$ cat src/rtl/msgpass_addr_gen.sv
// msgpass_addr_gen: strided address bursts for the message-passing buffer with valid/ready handshake
module msgpass_addr_gen #(
  parameter int ADDR_WIDTH = 7,
  parameter int SRC_NUM = 2,
  parameter int SRC_SEL_WIDTH = (SRC_NUM > 1) ? $clog2(SRC_NUM) : 1
) (
  input  logic                          sys_clk,
  input  logic                          rst,
  input  logic                          start_i,
  input  logic [ADDR_WIDTH-1:0]         base_addr_i,
  input  logic [ADDR_WIDTH:0]           burst_len_i,
  input  logic [SRC_NUM*ADDR_WIDTH-1:0] stride_i,
  input  logic [SRC_SEL_WIDTH-1:0]      src_sel_i,
  output logic [ADDR_WIDTH-1:0]         addr_o,
  output logic                          addr_valid_o,
  input  logic                          addr_ready_i,
  output logic                          last_o,
  output logic                          busy_o,
  output logic                          done_o
);
  typedef enum logic [1:0] {IDLE, RUN, DONE} state_t;
  state_t state, state_d;
  logic [ADDR_WIDTH-1:0] addr, stride_sel;
  logic [ADDR_WIDTH:0] remaining;
  logic hs, go, one_left;
  assign go = (state == IDLE) && start_i && (burst_len_i != '0);
  assign hs = addr_valid_o && addr_ready_i;
  assign one_left = remaining == (ADDR_WIDTH+1)'(1);
  // out-of-range selects fall back to source 0
  always_comb begin
    stride_sel = stride_i[ADDR_WIDTH-1:0];
    for (int k = 0; k < SRC_NUM; k++)
      if (int'(src_sel_i) == k) stride_sel = stride_i[k*ADDR_WIDTH +: ADDR_WIDTH];
  end
  always_comb begin
    state_d = go ? RUN :
              (state == RUN && hs && one_left) ? DONE :
              (state == DONE) ? IDLE : state;
    addr_valid_o = state == RUN;
    last_o = (state == RUN) && one_left;
    busy_o = state != IDLE;
    done_o = state == DONE;
    addr_o = addr;
  end
  always_ff @(posedge sys_clk) begin
    if (rst) begin
      state <= IDLE;
      addr <= '0;
      remaining <= '0;
    end else begin
      state <= state_d;
      if (go) begin
        addr <= base_addr_i;
        remaining <= burst_len_i;
      end else if (hs && !one_left) begin
        addr <= addr + stride_sel;
        remaining <= remaining - 1'b1;
      end
    end
  end
endmodule
$ cat config.mk
export PLATFORM = sky130hd
export DESIGN_NAME = msgpass_addr_gen
export DESIGN_NICKNAME = d
export VERILOG_FILES = /design/src/rtl/msgpass_addr_gen.sv
export SDC_FILE = /design/constraint.sdc
export NUM_CORES = 1
export LEC_CHECK = 0
export BUFFER_PORTS_ARGS = -buffer_cell sky130_fd_sc_hd__buf_2
export CAP_MARGIN = 40
export CELL_PAD_IN_SITES_DETAIL_PLACEMENT = 0
export CELL_PAD_IN_SITES_GLOBAL_PLACEMENT = 2
export CORE_UTILIZATION = 29
export DETAILED_ROUTE_END_ITERATION = 7
export MAX_ROUTING_LAYER = met4
export PLACE_DENSITY = 0.86
export SLEW_MARGIN = 20
export SYNTH_ARGS = -nofsm -noshare
export SYNTH_HDL_FRONTEND = slang
export SYNTH_SLANG_ARGS = --single-unit
$ cat constraint.sdc
create_clock -name sys_clk -period 4.5 [get_ports sys_clk]
set_clock_uncertainty 0.05 [all_clocks]
set_input_delay 0.45 -clock sys_clk [delete_from_list [all_inputs] [get_ports sys_clk]]
set_output_delay 0.45 -clock sys_clk [all_outputs]
set_load 0.005 [all_outputs]
==> run metrics, run 1 <==
first-pass GRT wire length 5.42 mm; Die ar. 4430 µm²; fmax 400 MHz; top-area cell type share of the netlist area 28.1%; average size of a mapped cell 8.46 µm²; Ant. Diodes 0; DPL Wire Length 2.56 mm; Die Span X 66.6 µm; root buf cell clkbuf_8; Top FF cell, synth dfxtp_1; final layout net count 230; Clock Path Buffers 2; vias per std cell 5.39; CTS tree built; drt first-iter violations 37; DR WL/cell 14.2 µm; drc violations 0; GP Congestion 0.765; WHS Path Cells 3; RSZ-0062 raised after global routing no; top cells by area, synth dfxtp_1 (28%), ha_1 (8.3%), a21oi_1 (6.6%); synth warn 0; crit-path cells buf_2 -> mux2_2 -> ha_1 -> fa_1 -> a211oi_1 -> o21bai_1 -> a2111o_1 -> o21a_1 -> a21oi_1; Final Slew Violations 0; crit-path max cell delay 430 ps; Leak 0.646 nW; final worst-path cycle share 55.5%; # setup viols final 0; number of antenna-violating nets in the routed design 0; Initial Util 30.2%; PortBufs 44; critical path's top delay family compound AO/OA/AOI/OAI gates; CTS resizes 0; largest net degree at the start of global routing 18; Yosys top cell by area dfxtp_1; routed via count 1272; hold_ws 383 ps; row count 23; EDFF count, synth 0; worst-margin pin slew 562 ps; Post-CTS Setup Bufs 0; Stages on worst setup path 9; Skew-Pair Late Insertion Delay 260 ps; clk sinks 17; Data required, critical path 4650 ps; fin area 1510 µm²; worst min path class input pin to flip-flop; max_slew headroom 62.2%; antenna violations before repair 0; Max IR drop VDD 0.140 mV; Cells after Synth 143; CP max-delay cell fa_1; gr ovfl total 0; first drt pass iteration count 4; kind of critical path input pin to flip-flop; WP buf/inv 1; GRT Total Usage 16.6%; distinct cell type count after synthesis 43; Async S/R FF share, synth 0%; Post-CTS Hold Fix Bufs 0; cts bufs inserted 3; minimum clock period after layout 2500 ps; count leader, synth dfxtp_1; layout cells sized above 1 32.8%; Reg2Reg Depth 6; Syn Nets 186; Clock Pin Slew Worst Setup and Hold Paths 80 ps; Area Overhead vs Synth 25.1%; Seq cells post-synth 17; Max FO, Critical Path 7; core area 4000 µm²; Hold Vio Cnt, Final 0; Worst Path Arrival 2650 ps; I/O pin count 45; post-place setup slack 1700 ps; final WL 3.34 mm; final setup margin 2000 ps; PD cells 292 nW/µm²; Post-Place Cell Area 1470 µm²; CP endpoint kind flip-flop; vias in the first global route 1188; cell area after synthesis 1210 µm²; setup_tns 0 ps; outcome finished, final reports clean; # Max-Cap Violations 0; register area share after synthesis 28.1%; CP Launch Type input pin; depth of the CTS H-tree 1; most common library cells after synthesis dfxtp_1 (17), a21oi_1 (16), nor2_1 (13), nand2_1 (9), ha_1 (8); Die H 66.6 µm
==> registers in the layout, indices dropped and copies added (netlist names) <==
| register | count |
|---|---|
| addr_o | 7 |
| state | 2 |
| remaining | 8 |
==> placed cells by master, fill, tap and decap left out, types with 2 or more instances in the layout <==
master     n
mux2_2     6
nor3b_1    3
nand3b_1   2
o21a_1     2
o311ai_0   2
nand2_1    9
a22oi_1    5
ha_1       8
o21ai_1    3
a32oi_1    2
dfxtp_1   17
a211oi_1   2
xnor2_1    3
a21oi_1   16
a21o_1     3
a31oi_1    4
buf_2     44
nor2b_1    2
nor2_1    13
inv_1      4
or2_2      2
or4_1      3
a221oi_1   3
clkbuf_8   3
o21ai_0    5
or3_1      2
nand3_1    3
==> tightest hold or removal path: stages <==
cell	delay, ps
buf_2	80
a221oi_1	60
nor2_1	80
==> worst paths after layout <==
kind                                      from           end  slack [ps]
worst max register to register    remaining[0]  remaining[4]        2270
worst max-delay path                 src_sel_i     addr_o[6]        2000
worst min register to register       addr_o[0]     addr_o[0]         430
worst min-delay path            base_addr_i[2]     addr_o[2]         380
==> stage by stage <==
| stage | instances | power (W) | util, % |
|---|---|---|---|
| global placement | 232 | 0.000320 | 36.7 |
| detailed placement | 232 | 0.000322 | 36.7 |
| CTS | 236 | 0.000449 | 37.8 |
| global route | 236 | 0.000475 | 37.8 |
| floorplan | 143 | 0.000278 | - |
| finish | 236 | 0.000442 | 37.8 |
==> logic make-up (layout without fill, tap and decap cells) <==
| kind of cell | Yosys count | in the layout | share of synthesized area (%) |
|---|---|---|---|
| compound gates | 51 | 51 | 27.6 |
| xor+xnor | 4 | 4 | 2.90 |
| fa+ha+maj | 9 | 9 | 9.93 |
| buf+inv | 9 | 52 | 3.31 |
| flops | 17 | 17 | 28.1 |
| mux | 7 | 7 | 6.41 |
| simple gates | 46 | 46 | 21.7 |
==> report_power, final <==
part	switching, W	internal [W]
registers	0.0000146	0.000164
clock network	0.0000612	0.0000617
logic	0.0000733	0.0000671
total	0.000149	0.000293
==> routing by layer <==
metal  vias to the layer above  wire, µm  track usage [%]
li1                        628         -                -
met1                       604      1450             18.8
met2                        35      1720             30.1
met3                         5       150             3.08
met4                         0        23             3.19
met5                         -         0                -
==> layout make-up <==
| cell class | instances | area [µm²] |
|---|---|---|
| fill | 439 | 2490 |
| multi-input combinational | 117 | 830 |
| sequential | 17 | 340 |
| timing repair buffer | 44 | 220 |
| tap | 50 | 62.6 |
| clock buffer | 3 | 41.3 |
| inverter | 4 | 15.0 |
| clock inverter | 1 | 5.00 |
Power figures use the tool's default switching activity.
==> run 2, diff against run 1 <==
--- a/config.mk
+++ b/config.mk
@@ -9,10 +9,10 @@
 export CAP_MARGIN = 40
 export CELL_PAD_IN_SITES_DETAIL_PLACEMENT = 0
 export CELL_PAD_IN_SITES_GLOBAL_PLACEMENT = 2
-export CORE_UTILIZATION = 29
+export CORE_UTILIZATION = 24
 export DETAILED_ROUTE_END_ITERATION = 7
 export MAX_ROUTING_LAYER = met4
-export PLACE_DENSITY = 0.86
+export PLACE_DENSITY = 0.76
 export SLEW_MARGIN = 20
 export SYNTH_ARGS = -nofsm -noshare
 export SYNTH_HDL_FRONTEND = slang
==> constraint.sdc (replaced) <==
create_clock -name sys_clk -period 2.05 [get_ports sys_clk]
set_clock_uncertainty 0.05 [all_clocks]
set_input_delay 0.205 -clock sys_clk [delete_from_list [all_inputs] [get_ports sys_clk]]
set_output_delay 0.205 -clock sys_clk [all_outputs]
set_load 0.005 [all_outputs]
==> run 2 against run 1 <==
Global-route usage fell by 2.4 points. Sequential power rose by 120%. Routed wire length rose by 2.0%. First-iteration DRC count rose by 68%. Non-clock buffer count rose by 16. Design area rose by 13%. Die area rose by 20%. Worst hold slack got worse by 230 ps. Sequential share of layout area fell by 2.5 points. Count of clock-buffer cells in the layout did not move. Setup slack got worse by 2000 ps.
==> run metrics, run 2 (synthesized netlist as in run 1, its figures left out) <==
number of antenna-violating nets in the routed design 0; final worst-path cycle share 98.0%; final layout net count 246; critical path's top delay family simple AND/OR/NAND/NOR gates; final WL 3.41 mm; most frequent cells in the layout buf_2 (44), a21oi_1 (16), buf_4 (16), dfxtp_1 (15), nor2_1 (13); row count 25; drc violations 0; Area Overhead vs Synth 41.5%; fmax 498 MHz; Leak 0.736 nW; root buf cell clkbuf_8; max reg flops 8; Hold Vio Cnt, Final 0; CP Launch Type flip-flop; layout cells sized above 1 42.6%; DPL Wire Length 2.73 mm; RSZ-0062 raised after global routing yes; Placed Cells 264; Skew-Pair Late Insertion Delay 260 ps; depth of the CTS H-tree 1; Clock Path Buffers 2; drt first-iter violations 62; cts bufs inserted 3; Finished Layout Cells 269; routed via count 1314; Final Slew Violations 0; first drt pass iteration count 4; I/O pin count 45; Max IR drop VDD 0.209 mV; outcome finished, final reports clean; vias per std cell 4.88; Max FO, Critical Path 2; CP endpoint kind output pin; max_slew headroom 76.5%; PortBufs 44; crit-path max cell delay 540 ps; WP buf/inv 1; hold_ws 151 ps; largest net degree at the start of global routing 18; Die ar. 5330 µm²; Die Span X 73 µm; Fill cells 495; Clock Pin Slew Worst Setup and Hold Paths 70 ps; GP Congestion 0.828; CP max-delay cell or4_4; vias in the first global route 1214; PD cells 601 nW/µm²; # setup viols final 0; gr ovfl total 0; DR WL/cell 12.7 µm; worst min path class input pin to flip-flop; GRT Total Usage 14.2%; crit-path cells or4_4 -> or3_4 -> nor3b_2 -> buf_2; Die H 73 µm; Worst Path Arrival 1750 ps; core area 4790 µm²; most common cell after layout, fill and taps aside buf_2; kind of critical path flip-flop to output pin; antenna violations before repair 0; multi-input logic area 883 µm²; worst-margin pin slew 353 ps; minimum clock period after layout 2010 ps; Data required, critical path 1790 ps; Largest Register remaining; # Max-Cap Violations 0; Initial Util 25.3%; Ant. Diodes 0; clk sinks 17; CTS tree built; setup_tns 0 ps; first-pass GRT wire length 5.68 mm; FF/Latch Area 343 µm²
==> run 2: path summary, 6_finish.rpt <==
kind	cells past startpoint	from	to	slack, ps
max	4	remaining[2]	last_o	40
min	3	burst_len_i[0]	remaining[0]	150
max reg2reg	7	remaining[1]	remaining[5]	100
min reg2reg	2	addr_o[4]	addr_o[4]	430
==> run 2: worst reg2reg max path, cell delays in order (launching register included) <==
cell and delay (ps):
dfxtp_1 360, inv_1 70, ha_1 210, nor3b_1 150
buf_4 150, a21o_4 260, or4_1 480, a31oi_1 170
==> run 2: report_power, final <==
group	internal (W)	total (W)	switching, W
clock	0.000135	0.000263	0.000128
sequential	0.000361	0.000393	0.0000324
combinational	0.000194	0.000373	0.000178
total	0.000691	0.00103	0.000338
==> run 2: routing by layer <==
layer / wire length, µm / vias to the layer above / GRT usage (%) / part of all wire (%)
li1: - / 661 / - / -
met1: 1480 / 608 / 18.5 / 43
met2: 1710 / 35 / 22.6 / 50
met3: 136 / 10 / 0.967 / 4.0
met4: 80 / 0 / 5.88 / 2.3
met5: 0 / - / - / 0
==> run 2: area by class of cell <==
cell class	instances	share of cell area [%]
Multi-Input combinational cell	117	51.6
Sequential cell	17	20.0
Timing Repair Buffer	60	19.9
Tap cell	67	4.90
Clock buffer	3	2.41
Inverter	4	0.877
Clock inverter	1	0.292
==> run 2: through the flow <==
stage	worst slack, ps	area, µm²	power (W)	utilization, %
global route	-43.9	1710	0.00110	35.8
finish	40.1	1710	0.00103	35.8
detailed placement	-133	1630	0.000760	34.0
global placement	-116	1630	0.000756	34.0
CTS	26.5	1690	0.00104	35.3
floorplan	-82.3	1240	0.000620	-
==> run 2: repair_timing <==
| item | CTS | global route |
|---|---|---|
| buffers inserted | 1 | 0 |
| pin swaps | 1 | 1 |
| endpoints found under the setup margin | 1 | 8 |
| gates resized for setup | 3 | 5 |
| hold buffers | 0 | 0 |
